<file path="src/rtl/mc_ctrl.sv">
// mc_ctrl: multicycle control FSM for the MIPS datapath.
// Decodes IR Op/Funct and steps the datapath one state per clock, driving
// ALU operation and operand selects, register/memory strobes and the PC
// source. Memory states stall on MemReady; BRANCH uses the ALU Zero flag.
// Build option: define MC_CTRL_ILLEGAL_TRAP_EN to make TRAP a sticky state
// (held until reset); otherwise TRAP skips the instruction in one cycle.
module mc_ctrl #(
  parameter logic [3:0] RESET_STATE = 4'd0,
  parameter logic [4:0] JAL_REG     = 5'd31
) (
  input  logic       clk,
  input  logic       rstn,
  input  logic [5:0] Op,
  input  logic [5:0] Funct,
  input  logic       Zero,
  input  logic       MemReady,
  output logic       PCWrite,
  output logic       IRWrite,
  output logic       MemRead,
  output logic       MemWrite,
  output logic       RegWrite,
  output logic       IorD,
  output logic [1:0] ALUSrcA,
  output logic [1:0] ALUSrcB,
  output logic [4:0] ALUOp,
  output logic       EXTOp,
  output logic [1:0] RegDst,
  output logic [1:0] MemtoReg,
  output logic [1:0] PCSource,
  output logic       Illegal,
  output logic [3:0] State
);

  // ALU operation codes; these must match the ALU's own decode table.
  localparam logic [4:0] ALU_NOP  = 5'd0;
  localparam logic [4:0] ALU_ADD  = 5'd1;
  localparam logic [4:0] ALU_SUB  = 5'd2;
  localparam logic [4:0] ALU_AND  = 5'd3;
  localparam logic [4:0] ALU_OR   = 5'd4;
  localparam logic [4:0] ALU_XOR  = 5'd5;
  localparam logic [4:0] ALU_NOR  = 5'd6;
  localparam logic [4:0] ALU_SLT  = 5'd7;
  localparam logic [4:0] ALU_SLTU = 5'd8;
  localparam logic [4:0] ALU_SLL  = 5'd9;
  localparam logic [4:0] ALU_SRL  = 5'd10;
  localparam logic [4:0] ALU_SRA  = 5'd11;
  localparam logic [4:0] ALU_SLLV = 5'd12;
  localparam logic [4:0] ALU_SRLV = 5'd13;
  localparam logic [4:0] ALU_SRAV = 5'd14;
  localparam logic [4:0] ALU_LUI  = 5'd15;

  // Primary opcodes
  localparam logic [5:0] OP_RTYPE = 6'h00;
  localparam logic [5:0] OP_J     = 6'h02;
  localparam logic [5:0] OP_JAL   = 6'h03;
  localparam logic [5:0] OP_BEQ   = 6'h04;
  localparam logic [5:0] OP_BNE   = 6'h05;
  localparam logic [5:0] OP_ADDI  = 6'h08;
  localparam logic [5:0] OP_SLTI  = 6'h0A;
  localparam logic [5:0] OP_SLTIU = 6'h0B;
  localparam logic [5:0] OP_ANDI  = 6'h0C;
  localparam logic [5:0] OP_ORI   = 6'h0D;
  localparam logic [5:0] OP_XORI  = 6'h0E;
  localparam logic [5:0] OP_LUI   = 6'h0F;
  localparam logic [5:0] OP_LW    = 6'h23;
  localparam logic [5:0] OP_SW    = 6'h2B;

  // R-type function codes
  localparam logic [5:0] F_SLL  = 6'h00;
  localparam logic [5:0] F_SRL  = 6'h02;
  localparam logic [5:0] F_SRA  = 6'h03;
  localparam logic [5:0] F_SLLV = 6'h04;
  localparam logic [5:0] F_SRLV = 6'h06;
  localparam logic [5:0] F_SRAV = 6'h07;
  localparam logic [5:0] F_JR   = 6'h08;
  localparam logic [5:0] F_ADD  = 6'h20;
  localparam logic [5:0] F_ADDU = 6'h21;
  localparam logic [5:0] F_SUB  = 6'h22;
  localparam logic [5:0] F_SUBU = 6'h23;
  localparam logic [5:0] F_AND  = 6'h24;
  localparam logic [5:0] F_OR   = 6'h25;
  localparam logic [5:0] F_XOR  = 6'h26;
  localparam logic [5:0] F_NOR  = 6'h27;
  localparam logic [5:0] F_SLT  = 6'h2A;
  localparam logic [5:0] F_SLTU = 6'h2B;

  typedef enum logic [3:0] {
    S_FETCH  = 4'd0,
    S_DECODE = 4'd1,
    S_MEMADR = 4'd2,
    S_MEMRD  = 4'd3,
    S_MEMWB  = 4'd4,
    S_MEMWR  = 4'd5,
    S_EXEC_R = 4'd6,
    S_EXEC_I = 4'd7,
    S_ALUWB  = 4'd8,
    S_BRANCH = 4'd9,
    S_JUMP   = 4'd10,
    S_JR     = 4'd11,
    S_TRAP   = 4'd12
  } state_t;

  // The link register is a datapath constant selected by RegDst=2; $zero
  // would silently discard the return address.
  if (JAL_REG == 5'd0) begin : g_jal_reg_check
    $error("mc_ctrl: JAL_REG must not be register 0");
  end

  // R-type Funct to ALU operation; ALU_NOP marks an unsupported Funct.
  function automatic logic [4:0] f_rtype_aluop(input logic [5:0] fn);
    case (fn)
      F_ADD, F_ADDU: f_rtype_aluop = ALU_ADD;
      F_SUB, F_SUBU: f_rtype_aluop = ALU_SUB;
      F_AND:         f_rtype_aluop = ALU_AND;
      F_OR:          f_rtype_aluop = ALU_OR;
      F_XOR:         f_rtype_aluop = ALU_XOR;
      F_NOR:         f_rtype_aluop = ALU_NOR;
      F_SLT:         f_rtype_aluop = ALU_SLT;
      F_SLTU:        f_rtype_aluop = ALU_SLTU;
      F_SLL:         f_rtype_aluop = ALU_SLL;
      F_SRL:         f_rtype_aluop = ALU_SRL;
      F_SRA:         f_rtype_aluop = ALU_SRA;
      F_SLLV:        f_rtype_aluop = ALU_SLLV;
      F_SRLV:        f_rtype_aluop = ALU_SRLV;
      F_SRAV:        f_rtype_aluop = ALU_SRAV;
      default:       f_rtype_aluop = ALU_NOP;
    endcase
  endfunction

  // Immediate-class opcode to ALU operation.
  function automatic logic [4:0] f_itype_aluop(input logic [5:0] op);
    case (op)
      OP_ADDI:  f_itype_aluop = ALU_ADD;
      OP_ANDI:  f_itype_aluop = ALU_AND;
      OP_ORI:   f_itype_aluop = ALU_OR;
      OP_XORI:  f_itype_aluop = ALU_XOR;
      OP_SLTI:  f_itype_aluop = ALU_SLT;
      OP_SLTIU: f_itype_aluop = ALU_SLTU;
      OP_LUI:   f_itype_aluop = ALU_LUI;
      default:  f_itype_aluop = ALU_NOP;
    endcase
  endfunction

  // Constant shifts take their amount from the shamt field instead of rs.
  function automatic logic f_is_shamt(input logic [5:0] fn);
    f_is_shamt = (fn == F_SLL) || (fn == F_SRL) || (fn == F_SRA);
  endfunction

  state_t     r_state;
  state_t     w_next;
  logic       w_pcw;
  logic       w_irw;
  logic       w_mr;
  logic       w_mw;
  logic       w_rw;
  logic       w_ill;
  logic [4:0] w_r_aluop;
  logic       w_logic_imm;
  logic [4:0] r_hold_aluop;
  logic [1:0] r_hold_srca;
  logic [1:0] r_hold_srcb;
  logic       r_hold_ext;

  assign w_r_aluop   = f_rtype_aluop(Funct);
  assign w_logic_imm = (Op == OP_ANDI) || (Op == OP_ORI) || (Op == OP_XORI);

  // State register; reset abandons any instruction in flight.
  always_ff @(posedge clk or negedge rstn) begin
    if (!rstn) r_state <= state_t'(RESET_STATE);
    else       r_state <= w_next;
  end

  // Keep the exec-stage ALU setup so ALUWB presents the same datapath selects.
  always_ff @(posedge clk or negedge rstn) begin
    if (!rstn) begin
      r_hold_aluop <= ALU_NOP;
      r_hold_srca  <= 2'd0;
      r_hold_srcb  <= 2'd0;
      r_hold_ext   <= 1'b0;
    end else if (r_state == S_EXEC_R || r_state == S_EXEC_I) begin
      r_hold_aluop <= ALUOp;
      r_hold_srca  <= ALUSrcA;
      r_hold_srcb  <= ALUSrcB;
      r_hold_ext   <= EXTOp;
    end
  end

  // Next-state and per-state control decode; unlisted controls stay 0.
  always_comb begin
    w_next   = r_state;
    w_pcw    = 1'b0;
    w_irw    = 1'b0;
    w_mr     = 1'b0;
    w_mw     = 1'b0;
    w_rw     = 1'b0;
    w_ill    = 1'b0;
    IorD     = 1'b0;
    ALUSrcA  = 2'd0;
    ALUSrcB  = 2'd0;
    ALUOp    = ALU_NOP;
    EXTOp    = 1'b0;
    RegDst   = 2'd0;
    MemtoReg = 2'd0;
    PCSource = 2'd0;
    case (r_state)
      S_FETCH: begin
        w_mr    = 1'b1;
        ALUSrcB = 2'd1;
        ALUOp   = ALU_ADD;
        if (MemReady) begin
          w_irw  = 1'b1;
          w_pcw  = 1'b1;
          w_next = S_DECODE;
        end
      end
      S_DECODE: begin
        // Branch target (PC+4 + imm<<2) is computed speculatively here.
        ALUSrcB = 2'd3;
        EXTOp   = 1'b1;
        ALUOp   = ALU_ADD;
        case (Op)
          OP_LW, OP_SW:    w_next = S_MEMADR;
          OP_RTYPE:        w_next = (Funct == F_JR) ? S_JR : S_EXEC_R;
          OP_ADDI, OP_ANDI, OP_ORI, OP_XORI,
          OP_SLTI, OP_SLTIU, OP_LUI:
                           w_next = S_EXEC_I;
          OP_BEQ, OP_BNE:  w_next = S_BRANCH;
          OP_J, OP_JAL:    w_next = S_JUMP;
          default:         w_next = S_TRAP;
        endcase
      end
      S_MEMADR: begin
        ALUSrcA = 2'd1;
        ALUSrcB = 2'd2;
        EXTOp   = 1'b1;
        ALUOp   = ALU_ADD;
        w_next  = (Op == OP_SW) ? S_MEMWR : S_MEMRD;
      end
      S_MEMRD: begin
        w_mr = 1'b1;
        IorD = 1'b1;
        if (MemReady) w_next = S_MEMWB;
      end
      S_MEMWR: begin
        w_mw = 1'b1;
        IorD = 1'b1;
        if (MemReady) w_next = S_FETCH;
      end
      S_MEMWB: begin
        w_rw     = 1'b1;
        MemtoReg = 2'd1;
        w_next   = S_FETCH;
      end
      S_EXEC_R: begin
        ALUSrcA = f_is_shamt(Funct) ? 2'd2 : 2'd1;
        ALUOp   = w_r_aluop;
        w_next  = (w_r_aluop == ALU_NOP) ? S_TRAP : S_ALUWB;
      end
      S_EXEC_I: begin
        ALUSrcA = 2'd1;
        ALUSrcB = 2'd2;
        EXTOp   = ~w_logic_imm;
        ALUOp   = f_itype_aluop(Op);
        w_next  = S_ALUWB;
      end
      S_ALUWB: begin
        w_rw    = 1'b1;
        RegDst  = (Op == OP_RTYPE) ? 2'd1 : 2'd0;
        ALUSrcA = r_hold_srca;
        ALUSrcB = r_hold_srcb;
        ALUOp   = r_hold_aluop;
        EXTOp   = r_hold_ext;
        w_next  = S_FETCH;
      end
      S_BRANCH: begin
        ALUSrcA  = 2'd1;
        ALUOp    = ALU_SUB;
        PCSource = 2'd1;
        w_pcw    = (Op == OP_BNE) ? ~Zero : Zero;
        w_next   = S_FETCH;
      end
      S_JUMP: begin
        w_pcw    = 1'b1;
        PCSource = 2'd2;
        if (Op == OP_JAL) begin
          // PC already holds PC+4 from FETCH, which is the link value.
          w_rw     = 1'b1;
          RegDst   = 2'd2;
          MemtoReg = 2'd2;
        end
        w_next = S_FETCH;
      end
      S_JR: begin
        w_pcw    = 1'b1;
        PCSource = 2'd3;
        w_next   = S_FETCH;
      end
      S_TRAP: begin
        w_ill = 1'b1;
`ifdef MC_CTRL_ILLEGAL_TRAP_EN
        w_next = S_TRAP;
`else
        w_next = S_FETCH;
`endif
      end
      default: w_next = S_FETCH;
    endcase
  end

  // Strobes are forced low while reset is asserted so nothing is written.
  assign PCWrite  = rstn & w_pcw;
  assign IRWrite  = rstn & w_irw;
  assign MemRead  = rstn & w_mr;
  assign MemWrite = rstn & w_mw;
  assign RegWrite = rstn & w_rw;
  assign Illegal  = rstn & w_ill;
  assign State    = r_state;

endmodule
</file>
<file path="config.mk">
export PLATFORM = sky130hd
export DESIGN_NAME = mc_ctrl
export DESIGN_NICKNAME = d
export VERILOG_FILES = /design/src/rtl/mc_ctrl.sv
export SDC_FILE = /design/constraint.sdc
export NUM_CORES = 1
export LEC_CHECK = 0
export BUFFER_PORTS_ARGS = -buffer_cell sky130_fd_sc_hd__buf_2
export CAP_MARGIN = 30
export CORE_MARGIN = 2
export CORE_UTILIZATION = 40
export DETAILED_ROUTE_END_ITERATION = 7
export HOLD_SLACK_MARGIN = 0.1
export PLACE_DENSITY = 0.7
export SLEW_MARGIN = 20
export SYNTH_ARGS = -nofsm -noshare
export SYNTH_HDL_FRONTEND = slang
export SYNTH_SLANG_ARGS = --single-unit
</file>
<file path="constraint.sdc">
create_clock -name clk -period 1.7 [get_ports clk]
set_input_delay 0.17 -clock clk [delete_from_list [all_inputs] [get_ports clk]]
set_output_delay 0.17 -clock clk [all_outputs]
set_load 0.02 [all_outputs]
</file>
# Word level (Yosys, flattened, before mapping)
# Memory sizes are Yosys's and may differ from the RTL's.
# Cells that the tools add are included.
# word_totals
reg_bits,14
latchBits,0
ram_bits,0
mem_bits_ro,256
inputBits,16
out_inout_bits,27
elab_cells,96
n_memories,1
# classes
addsub,0
multipliers,0
div,0
magnitude_cmp,0
eq_ne,31
shifts,0
mux,29
bitwise,8
reduce_logical,22
# mem_list
memory,words,word_bits,rd,rd_ports_with_merged_regs,write_ports,line_no,rtl
(no name shown),64,4,1,0,0,111,case (fn)
# op_table
operator,n
4-bit case mux with 7 select lines,2
6-bit by 4-bit == test with 1-bit output (second input constant),8
5-bit case mux with 5 select lines,1
6-bit by 2-bit == test with 1-bit output (second input constant),4
4-bit == test (second input constant),5
4-bit case mux with 5 select lines,1
2-bit OR reduction,9
4-bit by 3-bit == test with 1-bit output (second input constant),4
4-bit 2-to-1 mux,4
6-bit by 3-bit == test with 1-bit output (second input constant),2
6-bit == test (second input constant),2
6-bit logical NOT,2
2-bit case mux with 3 select lines,2
1-bit 2-to-1 mux,9
4-bit by 2-bit == test with 1-bit output (second input constant),2
2-bit case mux with 2 select lines,2
2-bit case mux with 4 select lines,1
7-bit OR reduction,1
1-bit bitwise AND,6
3-bit 2-to-1 mux,2
2-bit inequality test (second input constant),3
1-bit case mux with 3 select lines,2
3-bit OR reduction,2
5-bit logical NOT,1
other kinds (7),13

# Logic depth before layout (Yosys ltp)
# depth
depth_word,5
ltp_mapped,7
depth_no_buf,7

# Worst setup path after synthesis
# OpenSTA, ideal clock, no wires.
# synth_path
kind,register to output
start,reg r_state[3] (netlist: State[3])
end,out RegWrite
arrival_time_ns,1.723
required_time_ns,1.530
slack_ns,-0.193
stages_incl_launch_ff,6
path_buffers,0
cell_sequence,dfrtp_1 -> nor2b_1 -> and2_1 -> and3_1 -> a21oi_1 -> nor2_1
# synth_between
elab_chain_len,4
word_cells_on_any_way,6
cone_classes,eq/ne: 3; mux: 1; bitwise: 1; reduce/logical: 1
# synth_rtl
item,line_no,rtl
from (decl),149,state_t r_state;
from (signal assigned),169,if (!rstn) r_state <= state_t'(RESET_STATE);
from (signal assigned),170,else r_state <= w_next;
4-bit == test or 4-bit by 3-bit == test with 1-bit output (tied branches),205,case (r_state)
2-bit OR reduction (no line),--,
1-bit case mux with 2 select lines (*),205,
1-bit bitwise AND (*),315,assign RegWrite = rstn & w_rw;
to (decl),21,"output logic RegWrite,"
# Every way passes the cells marked *; elsewhere a longest branch is shown, timed or not.

# Worst setup path after layout
# layout_path
start,reg r_state[0] (netlist: State[0])
end,out ALUOp[0]
# layout_between
elab_chain_len,3
word_cells_on_any_way,9
cone_classes,eq/ne: 6; mux: 1; reduce/logical: 2
# layout_rtl
item,line_no,rtl
"4-bit by 1-bit == test with 1-bit output, or another cell as far along",205,
3-bit OR reduction (no line),--,
5-bit case mux with 5 select lines (*),205,
to (decl),25,"output logic [4:0] ALUOp,"
# Marked as above.

==> metrics.md <==
| Metric | Value |
|---|---|
| Cell-by-cell trace of the critical path | `inv_2 > buf_4 > nor2_1 > a211oi_2 > o21bai_1 > buf_4` |
| Slowest stage delay, CP | `roughly 460 ps` |
| Synthesized area per cell | `between 7 and 8 µm²` |
| CP Data Arrival Time | `between 1500 and 2000 ps` |
| Layout cell share with drive strength beyond 1 | `between 50 and 60%` |
| Critical Path RT | `1530 ps` |
| Core box area | `0.003416 mm²` |
| Starting Density | `42.75%` |
| Clk buf depth | `2` |
| Initial antenna violation count | `0` |
| Clk sink count | `14` |
| Yosys warns | `0` |
| Final antenna-violating net count | `0` |
| # port buffers | `between 40 and 50` |
| Violated checks | `negative setup slack` |
| PwrDens | `approximately 1300 mW/mm²` |
| Max-slew headroom | `76.41%` |
| EDFF count, synth | `0` |
| DR iter-0 viols | `about 160` |
| Share of power burned in registers | `between 10% and 20%` |
| Synthesis-to-layout area growth | `70.44%` |
| Area after DPL | `approximately 0.0019 mm²` |
| Leakage | `around 1.2 nW` |
| Sw power | `about 1.6 mW` |
| Ys flop type | `dfrtp_1` |
| Crit Path Max Fanout | `4` |
| Total vias in the final route | `around 1900` |
| DIE AREA | `between 0.004 and 0.005 mm²` |
| Row cnt | `21` |
| Worst-path clk slew | `100 ps` |
| Asr flop ratio synth | `between 90% and 100%` |
| Vias per cell | `just under 6` |
| RSZ-0062 raised after global routing | `true` |
| Final Max Slew Viols | `0` |
| Crit path top cell by count | `buf_4` |
| Final Critical Period | `approximately 1800 ps` |
| Clock power share | `under 10%` |
| Residual DRC | `0` |
| Worst Setup Path Type | `reg -> out` |
| Filler Cell Count | `260` |
| I/O Pins | `43` |
| Fin worst setup slack | `-93.28 ps` |
| GRT Resource Usage Total | `between 20% and 30%` |
| Design Area, Final | `about 0.0025 mm²` |
| Max Cap Violations | `0` |
| Sw Share | `between 40% and 50%` |
| DR pass1 iterations | `4` |
| Status | `complete, but fails checks` |
| Internal power | `between 1.5 and 2 mW` |
| FMAX | `557.6 MHz` |
| Gr ovfl total | `0` |
| Comb pwr share | `about three quarters` |
| Yosys cell types | `47` |
| CTS buffer count | `3` |
| CTS H-tree lvls | `1` |
| Vias in the first global route | `about 1700` |
| Global-route wire length before repair | `7790 µm` |
| Crit-path slowest cell | `dfrtp_2` |
| Gate Count Post-Synth | `201` |
| Ant. Diodes | `0` |
| Synth Register Bits | `14` |
| Root buffer cell | `clkbuf_4` |
| Mapped Nets | `around 220` |
| Sequential share of the synthesized area | `about a quarter` |
| Post-synthesis cell area | `0.001460 mm²` |
| Clock Skew | `roughly 6.3 ps` |
| CTS tree | `yes` |
| Die Span Y | `~64 µm` |
| Worst slack, placed | `-238.1 ps` |
| Final period utilization | `105.5%` |
| Largest net degree at the start of global routing | `21` |
| Slew @ Worst Pin | `351.1 ps` |
| GP Congestion | `between 0.8 and 0.9` |
| Die X | `around 64 µm` |
| CP Capture Type | `output port` |
| Hold WC Path Type | `in -> async` |
| Min Hold Slack | `roughly 230 ps` |
| Fin. Hold Viols | `0` |
| Critical Path Source Type | `flop` |
| Layout net count | `~300` |
| DPL Wire Length | `between 3000 and 4000 µm` |
| Drt wl/cell | `around 17 µm` |
| VDD IR-drop max | `roughly 0.53 mV` |
| Final setup violation count | `12` |
| Worst-skew pair later-pin latency | `around 310 ps` |
| Routed WL | `5592 µm` |
cell families after synthesis:
family          Yosys count  synth area share [%]
compound gates           60                 26.05
xor+xnor                  5                 2.999
fa+ha+maj                 5                 4.284
buf+inv                  21                 7.112
flops                    14                 23.99
mux                       4                 2.913
simple gates             92                 32.65
worst max-delay path: cells and delay by family, from the launching register on:
| family | cells | cell delay, ps |
|---|---|---|
| AO/OA/AOI/OAI | 2 | 390 |
| AND/OR/NAND/NOR | 1 | 70 |
| flip-flops | 1 | 460 |
| buffers and inverters | 3 | 390 |
synth_stat cells, types with 3 or more instances:
cell      instances  share of area, %
nand2_1          25               6.4
nor3_1           12               4.1
nor2b_1           3               1.3
nor2_1           17               4.4
nand2b_1          5               2.1
nand3_1           3               1.0
a21oi_1          15               5.1
ha_1              5               4.3
and3_1            6               2.6
a311oi_1          3               1.8
xnor2_1           5               3.0
buf_2             5               1.7
o22ai_1           3               1.3
inv_1             6               1.5
a21o_1            5               2.6
nand3b_1          3               1.5
dfrtp_1          14                24
and2_1            4               1.7
o21ai_0          16               5.5
clkbuf_1          6               1.5
through the flow:
stage / instances / TNS [ps] / total power, mW / utilization [%]
6_report: 327 / -485.0 / 3.284 / 72.86
5_1_grt: 327 / -1101 / 3.451 / 72.86
4_1_cts: 324 / -95.77 / 2.742 / 65.97
3_5_place_dp: 305 / -580.3 / 2.139 / 55.57
3_3_place_gp: 305 / -466.5 / 2.122 / 55.57
2_1_floorplan: 201 / 0 / 1.544 / -
registers in the layout, summed over array words and instances (netlist names):
signal and flops:
r_hold_srca 2, r_hold_ext 1, State 4, r_hold_aluop 5, r_hold_srcb 2
routing by layer:
metal | up-vias | GRT usage [%] | routed length [µm]
met5 | - | 0 | 0
met4 | 0 | 9.574 | 191
met3 | 20 | 3.125 | 255
met2 | 80 | 41.80 | 2933
met1 | 928 | 28.97 | 2211
li1 | 888 | - | -
layout by cell type (no fill, tap or decap), types with 6 or more instances in the layout:
cell type,n
buf_4,43
buf_2,29
nand2_1,20
buf_6,13
dfrtp_1,11
nor2_1,10
nor3_1,9
a21oi_1,9
a21oi_2,6
o21ai_0,6
worst paths after layout:
check,start,end,slack (ps),depth (start not counted)
setup / recovery,State[0],ALUOp[0],-90,6
hold / removal,rstn,State[2],230,2
setup reg to reg,State[2],State[2],120,6
hold reg to reg,r_hold_srca[1],r_hold_srca[1],500,2
max in group asynchronous,rstn,r_hold_srca[1],1070,3
min in group clk,MemReady,State[0],310,3
power by group through the flow:
stage | Sequential (mW) | Clock (mW) | Combinational, mW
6_report | 0.552 | 0.265 | 2.47
5_1_grt | 0.565 | 0.283 | 2.60
4_1_cts | 0.529 | 0.253 | 1.96
3_5_place_dp | 0.524 | 0 | 1.62
3_3_place_gp | 0.521 | 0 | 1.60
2_1_floorplan | 0.559 | 0 | 0.985
final cells by class:
cell class                      count  area [µm²]  share of cell area (%)
Clock buffer                        4       36.28                   1.458
Inverter                            6       30.03                   1.207
Multi-Input combinational cell    166        1296                   52.09
Sequential cell                    14       354.1                   14.23
Tap cell                           46       57.56                   2.313
Timing Repair Buffer               91       714.4                   28.71
repair_timing:
item	CTS	global route
hold buffers	1	0
resized for setup	61	52
pin swaps	11	22
cloned	0	1
endpoints found under the hold margin	14	0
buffers inserted	14	3
setup endpoints to repair	13	15
No activity file was read; power rests on OpenSTA's default activity.
